**config.mk**
```make
export PLATFORM = sky130hd
export DESIGN_NAME = dummy_accelerator_result_queue
export DESIGN_NICKNAME = d
export VERILOG_FILES = /design/src/rtl/dummy_accelerator_result_queue.sv
export SDC_FILE = /design/constraint.sdc
export NUM_CORES = 1
export LEC_CHECK = 0
export BUFFER_PORTS_ARGS = -buffer_cell sky130_fd_sc_hd__buf_2
export CAP_MARGIN = 20
export CORE_UTILIZATION = 52
export CTS_CLUSTER_DIAMETER = 40
export DETAILED_ROUTE_END_ITERATION = 8
export GPL_ROUTABILITY_DRIVEN = 1
export PLACE_DENSITY = 0.71
export SLEW_MARGIN = 40
export SYNTH_ARGS = -nofsm -noshare
export SYNTH_HDL_FRONTEND = slang
export SYNTH_SLANG_ARGS = --single-unit
```
**constraint.sdc**
```tcl
create_clock -name clk_i -period 2.9 [get_ports clk_i]
set_input_delay 0.29 -clock clk_i [delete_from_list [all_inputs] [get_ports clk_i]]
set_output_delay 0.29 -clock clk_i [all_outputs]
set_load 0.005 [all_outputs]
```
**src/rtl/dummy_accelerator_result_queue.sv**
```systemverilog
// In-order variable-latency result queue with latency-0 bypass.
// Each entry counts down its latency and is returned strictly in issue order.
module dummy_accelerator_result_queue #(
    parameter int DATA_W = 64,
    parameter int LAT_W  = 4,
    parameter int DEPTH  = 4
) (
    input  logic              clk_i,
    input  logic              rst_ni,
    input  logic              flush_i,
    input  logic              valid_i,
    output logic              ready_o,
    input  logic [DATA_W-1:0] data_i,
    input  logic [LAT_W-1:0]  lat_i,
    output logic              valid_o,
    input  logic              ready_i,
    output logic [DATA_W-1:0] data_o
);
    localparam int PTR_W = $clog2(DEPTH);
    localparam int OCC_W = PTR_W + 1;

    logic [DATA_W-1:0] r_data [DEPTH];
    logic [LAT_W-1:0]  r_cnt  [DEPTH];
    logic [PTR_W-1:0]  r_head;
    logic [PTR_W-1:0]  r_tail;
    logic [OCC_W-1:0]  r_occ;

    logic             w_empty;
    logic             w_head_rdy;
    logic             w_bypass;
    logic             w_bypass_fire;
    logic             w_push;
    logic             w_pop;
    logic [LAT_W-1:0] w_new_cnt;

    assign w_empty       = (r_occ == '0);
    assign w_head_rdy    = !w_empty && (r_cnt[r_head] == '0);
    assign w_bypass      = w_empty && valid_i && (lat_i == '0);
    assign w_bypass_fire = w_bypass && ready_i;
    assign ready_o       = (r_occ < OCC_W'(DEPTH));
    assign w_push        = valid_i && ready_o && !w_bypass_fire;
    assign w_pop         = w_head_rdy && ready_i;
    assign w_new_cnt     = (lat_i == '0) ? '0 : lat_i - LAT_W'(1);
    assign valid_o       = w_head_rdy || w_bypass;

    always_comb begin
        data_o = '0;
        if (!w_empty) begin
            data_o = r_data[r_head];
        end else if (w_bypass) begin
            data_o = data_i;
        end
    end

    // Free-running countdown; a fresh write overrides its slot's decrement.
    always_ff @(posedge clk_i) begin
        for (int i = 0; i < DEPTH; i++) begin
            if (r_cnt[i] != '0) begin
                r_cnt[i] <= r_cnt[i] - LAT_W'(1);
            end
        end
        if (w_push) begin
            r_data[r_tail] <= data_i;
            r_cnt[r_tail]  <= w_new_cnt;
        end
    end

    always_ff @(posedge clk_i) begin
        if (!rst_ni || flush_i) begin
            r_head <= '0;
            r_tail <= '0;
            r_occ  <= '0;
        end else begin
            if (w_push) begin
                r_tail <= r_tail + PTR_W'(1);
            end
            if (w_pop) begin
                r_head <= r_head + PTR_W'(1);
            end
            if (w_push && !w_pop) begin
                r_occ <= r_occ + OCC_W'(1);
            end else if (w_pop && !w_push) begin
                r_occ <= r_occ - OCC_W'(1);
            end
        end
    end
endmodule

```
==> flow_results.xml <==
<?xml version="1.0" encoding="UTF-8"?>
<metrics>
  <group name="status">
    <metric name="outcome" unit="">complete, no violations</metric>
  </group>
  <group name="placed_design">
    <metric name="globalplace.congestion" unit="">0.792</metric>
    <metric name="place_inst" unit="">958</metric>
    <metric name="post_dp_cell_area" unit="sq um">12500</metric>
    <metric name="io_buffer_count" unit="">138</metric>
    <metric name="hpwlAfterDp" unit="um">13300</metric>
  </group>
  <group name="synth">
    <metric name="asr_flop_ratio_synth" unit="%">0</metric>
    <metric name="postSynthAreaPerCell" unit="sq um">20.4</metric>
    <metric name="most_frequent_cells_after_synthesis" unit="">sky130_fd_sc_hd__edfxtp_1, sky130_fd_sc_hd__a22o_1, sky130_fd_sc_hd__mux4_2</metric>
    <metric name="mappedNetlistArea" unit="sq um">11400</metric>
    <metric name="yosysUniqueCellTypes" unit="">38</metric>
    <metric name="yosysSeqAreaShare" unit="%">73.2</metric>
    <metric name="synthMostInstantiatedCell" unit="">sky130_fd_sc_hd__edfxtp_1</metric>
    <metric name="synth_largest_area_cell" unit="">sky130_fd_sc_hd__edfxtp_1</metric>
    <metric name="postSynthCellCount" unit="">558</metric>
    <metric name="synth_seq_cells" unit="">281</metric>
    <metric name="primary_ff_master_synth" unit="">sky130_fd_sc_hd__edfxtp_1</metric>
    <metric name="area_share_of_the_largest_cell_type_after_synthesis" unit="%">71.6</metric>
    <metric name="synth_edf_count" unit="">272</metric>
    <metric name="ys.warnings.count" unit="">0</metric>
    <metric name="post_synth_main_area_contributors" unit="">sky130_fd_sc_hd__edfxtp_1, sky130_fd_sc_hd__mux4_2, sky130_fd_sc_hd__a22o_1, sky130_fd_sc_hd__mux2i_1, sky130_fd_sc_hd__dfxtp_1</metric>
    <metric name="synth.net_count" unit="">645</metric>
  </group>
  <group name="cells_and_area">
    <metric name="seqCellArea" unit="sq um">8360</metric>
    <metric name="post-route-cell-area" unit="sq um">13700</metric>
    <metric name="design.final.nets" unit="">815</metric>
    <metric name="antennaDiodeCount" unit="">0</metric>
    <metric name="proportion_of_layout_cells_with_a_drive_suffix_above_1" unit="%">39.0</metric>
    <metric name="multiInputGateArea" unit="sq um">2850</metric>
    <metric name="final.fill_count" unit="">1468</metric>
    <metric name="flow.area_growth_from_synthesis" unit="%">20.5</metric>
    <metric name="layout.cells.non_filler" unit="">1028</metric>
  </group>
  <group name="global_routing">
    <metric name="grt_use_total" unit="%">20.8</metric>
    <metric name="antenna_found_initial" unit="">0</metric>
    <metric name="grt_pass1_wl" unit="um">35000</metric>
    <metric name="grt_pass1_vias" unit="">6406</metric>
    <metric name="grt_overflow_total" unit="">0</metric>
    <metric name="pin_count_of_the_biggest_net_entering_global_routing" unit="">66</metric>
  </group>
  <group name="timing">
    <metric name="share_of_the_clock_period_used_by_the_worst_path" unit="%">95.8</metric>
    <metric name="timing.hold.ws" unit="ns">0.0168</metric>
    <metric name="final.min_clock_period" unit="ns">2.78</metric>
    <metric name="rsz_0062_raised_after_global_routing" unit="">false</metric>
    <metric name="final-max-slew-violation-count" unit="">0</metric>
    <metric name="skew_final" unit="ns">0.0148</metric>
    <metric name="finalHoldViolations" unit="">0</metric>
    <metric name="clock.fmax" unit="MHz">360</metric>
    <metric name="fin_tns_setup" unit="ns">0</metric>
    <metric name="tightestPinTransition" unit="ns">0.636</metric>
    <metric name="relSlewSlack" unit="%">57.1</metric>
    <metric name="setup_viol" unit="">0</metric>
  </group>
  <group name="die">
    <metric name="ios" unit="">139</metric>
    <metric name="floorplan.rows" unit="">53</metric>
    <metric name="design.die.area" unit="sq um">22500</metric>
    <metric name="die_width" unit="um">150</metric>
    <metric name="coreArea" unit="sq um">21300</metric>
    <metric name="floorplan.initialDensity" unit="%">53.6</metric>
    <metric name="die_h" unit="um">150</metric>
  </group>
  <group name="min_path">
    <metric name="min_path_type" unit="">primary input to flip-flop</metric>
  </group>
  <group name="drt">
    <metric name="antenna_left" unit="">0</metric>
    <metric name="detail_route.wl_per_cell" unit="um">21.8</metric>
    <metric name="route.vias.total" unit="">6052</metric>
    <metric name="drc" unit="">0</metric>
    <metric name="dr.first_iter.drc_count" unit="">367</metric>
    <metric name="firstDrtPassIters" unit="">4</metric>
    <metric name="drt-total-wl" unit="um">22400</metric>
    <metric name="vias_per_cell" unit="">5.89</metric>
  </group>
  <group name="cts">
    <metric name="cts_tree" unit="">built</metric>
    <metric name="cts_num_sinks" unit="">281</metric>
    <metric name="count_of_h_tree_levels_built_during_cts" unit="">2</metric>
    <metric name="clock_insertion_delay_worst_skew" unit="ns">0.51</metric>
    <metric name="tritoncts.num_buffers" unit="">36</metric>
    <metric name="max-clock-path-buffers" unit="">3</metric>
    <metric name="clkTransAtPathRegs" unit="ns">0.05</metric>
    <metric name="clockRootBuffer" unit="">sky130_fd_sc_hd__clkbuf_16</metric>
  </group>
  <group name="power">
    <metric name="worst_ir_drop_vdd" unit="mV">0.440</metric>
    <metric name="leakagePower" unit="nW">4.96</metric>
    <metric name="power_per_cell_area" unit="nW/um^2">754</metric>
  </group>
  <group name="setup_path">
    <metric name="cell_by_cell_trace_of_the_critical_path" unit="">buf_4 &gt; mux4_2 &gt; a22o_1 &gt; buf_2</metric>
    <metric name="worstSetupPathType" unit="">flip-flop to output port</metric>
    <metric name="timing.critical_path.fanout_max" unit="">39</metric>
    <metric name="critical_path_required" unit="ns">2.61</metric>
    <metric name="cpPeakStageDelay" unit="ns">0.64</metric>
    <metric name="startpoint_type" unit="">flip-flop</metric>
    <metric name="cpMaxStageDelayCell" unit="">sky130_fd_sc_hd__dfxtp_4</metric>
    <metric name="worst_setup_path_end_kind" unit="">output port</metric>
    <metric name="worst_ep_arrival_time" unit="ns">2.49</metric>
  </group>
  <group name="run">
    <metric name="maxCapViolations" unit="">0</metric>
  </group>
</metrics>
## where the power goes
| part | leakage [nW] | switching (mW) | internal (mW) |
|---|---|---|---|
| sequential | 2.59 | 0.135 | 4.77 |
| clock | 0.575 | 1.60 | 2.79 |
| combinational | 1.80 | 0.571 | 0.489 |
| total | 4.96 | 2.31 | 8.05 |
## metal layers
metal  GRT usage [%]  routed length, um  up-vias
met5               0                  0        -
met4            6.41                414        0
met3            3.93               1120       35
met2            33.8              11200      163
met1            28.6               9720     3171
li1                -                  -     2683
## per-stage QoR
step	util (%)	setup slack, ns	total power, mW
floorplan	-	0.0175	5.61
global placement	58.5	0.315	5.94
detailed placement	58.5	0.185	6.04
CTS	64.5	0.0569	10.4
global route	64.5	0.00149	10.7
finish	64.5	0.121	10.4
## registers in the layout (all words and copies together) (netlist names), named ones only
signal / flops
r_tail: 2
r_cnt: 16
r_data: 256
r_head: 2
r_occ: 3
## logic make-up after synthesis
kind of cell / after synthesis / synth area share, %
fa+ha+maj: 14 / 1.60
simple gates: 42 / 2.10
mux: 85 / 14.5
flops: 281 / 73.2
xor+xnor: 9 / 0.692
buf+inv: 48 / 1.85
compound gates: 79 / 6.04
## layout by cell type, fill, tap and decap left out, types with 3 or more instances in the layout
master and instances:
sky130_fd_sc_hd__mux2i_1 21, sky130_fd_sc_hd__buf_2 138, sky130_fd_sc_hd__nand3_1 4, sky130_fd_sc_hd__clkbuf_1 6, sky130_fd_sc_hd__buf_4 14, sky130_fd_sc_hd__nor3_1 4, sky130_fd_sc_hd__edfxtp_1 272, sky130_fd_sc_hd__clkinv_2 4
sky130_fd_sc_hd__xnor2_1 7, sky130_fd_sc_hd__a22o_1 64, sky130_fd_sc_hd__inv_6 3, sky130_fd_sc_hd__o31a_1 4, sky130_fd_sc_hd__bufinv_16 5, sky130_fd_sc_hd__inv_1 14, sky130_fd_sc_hd__nand2_2 4, sky130_fd_sc_hd__inv_2 4
sky130_fd_sc_hd__mux4_2 64, sky130_fd_sc_hd__dfxtp_1 7, sky130_fd_sc_hd__a21oi_1 3, sky130_fd_sc_hd__clkbuf_16 37, sky130_fd_sc_hd__dlygate4sd3_1 7, sky130_fd_sc_hd__clkinvlp_4 4, sky130_fd_sc_hd__ha_1 13, sky130_fd_sc_hd__nor2_1 14
sky130_fd_sc_hd__buf_12 3
## timing repair
item | 4_1_cts | 5_1_grt
hold endpoints to repair | 23 | 0
endpoints found under the setup margin | 0 | 1
hold buffers | 7 | 0
buffers inserted | 0 | 0
gates resized for setup | 0 | 1
## cell type report
class / count / share of cell area [%]
clock buffer: 43 / 6.90
clock inverter: 20 / 1.83
inverter: 18 / 0.492
multi-input combinational: 229 / 20.7
sequential: 281 / 60.8
tap: 275 / 2.50
timing repair buffer: 162 / 6.74
## final timing paths
check	slack, ns	cells past startpoint	end	startpoint
worst min register to register	0.47	2	flip-flop	r_head[1]
worst min-delay path	0.02	1	r_data[0][35]	data_i[35]
worst max-delay path	0.12	4	data_o[62]	flip-flop
worst max register to register	0.24	10	r_occ[2]	r_cnt[3][2]
## critical path, delay by kind of cell (launching register included)
family,cells,cell delay [ns]
buffers and inverters,2,0.71
multiplexers,1,0.39
AO/OA/AOI/OAI,1,0.25
flip-flops,1,0.64
Power figures use the tool's default switching activity.
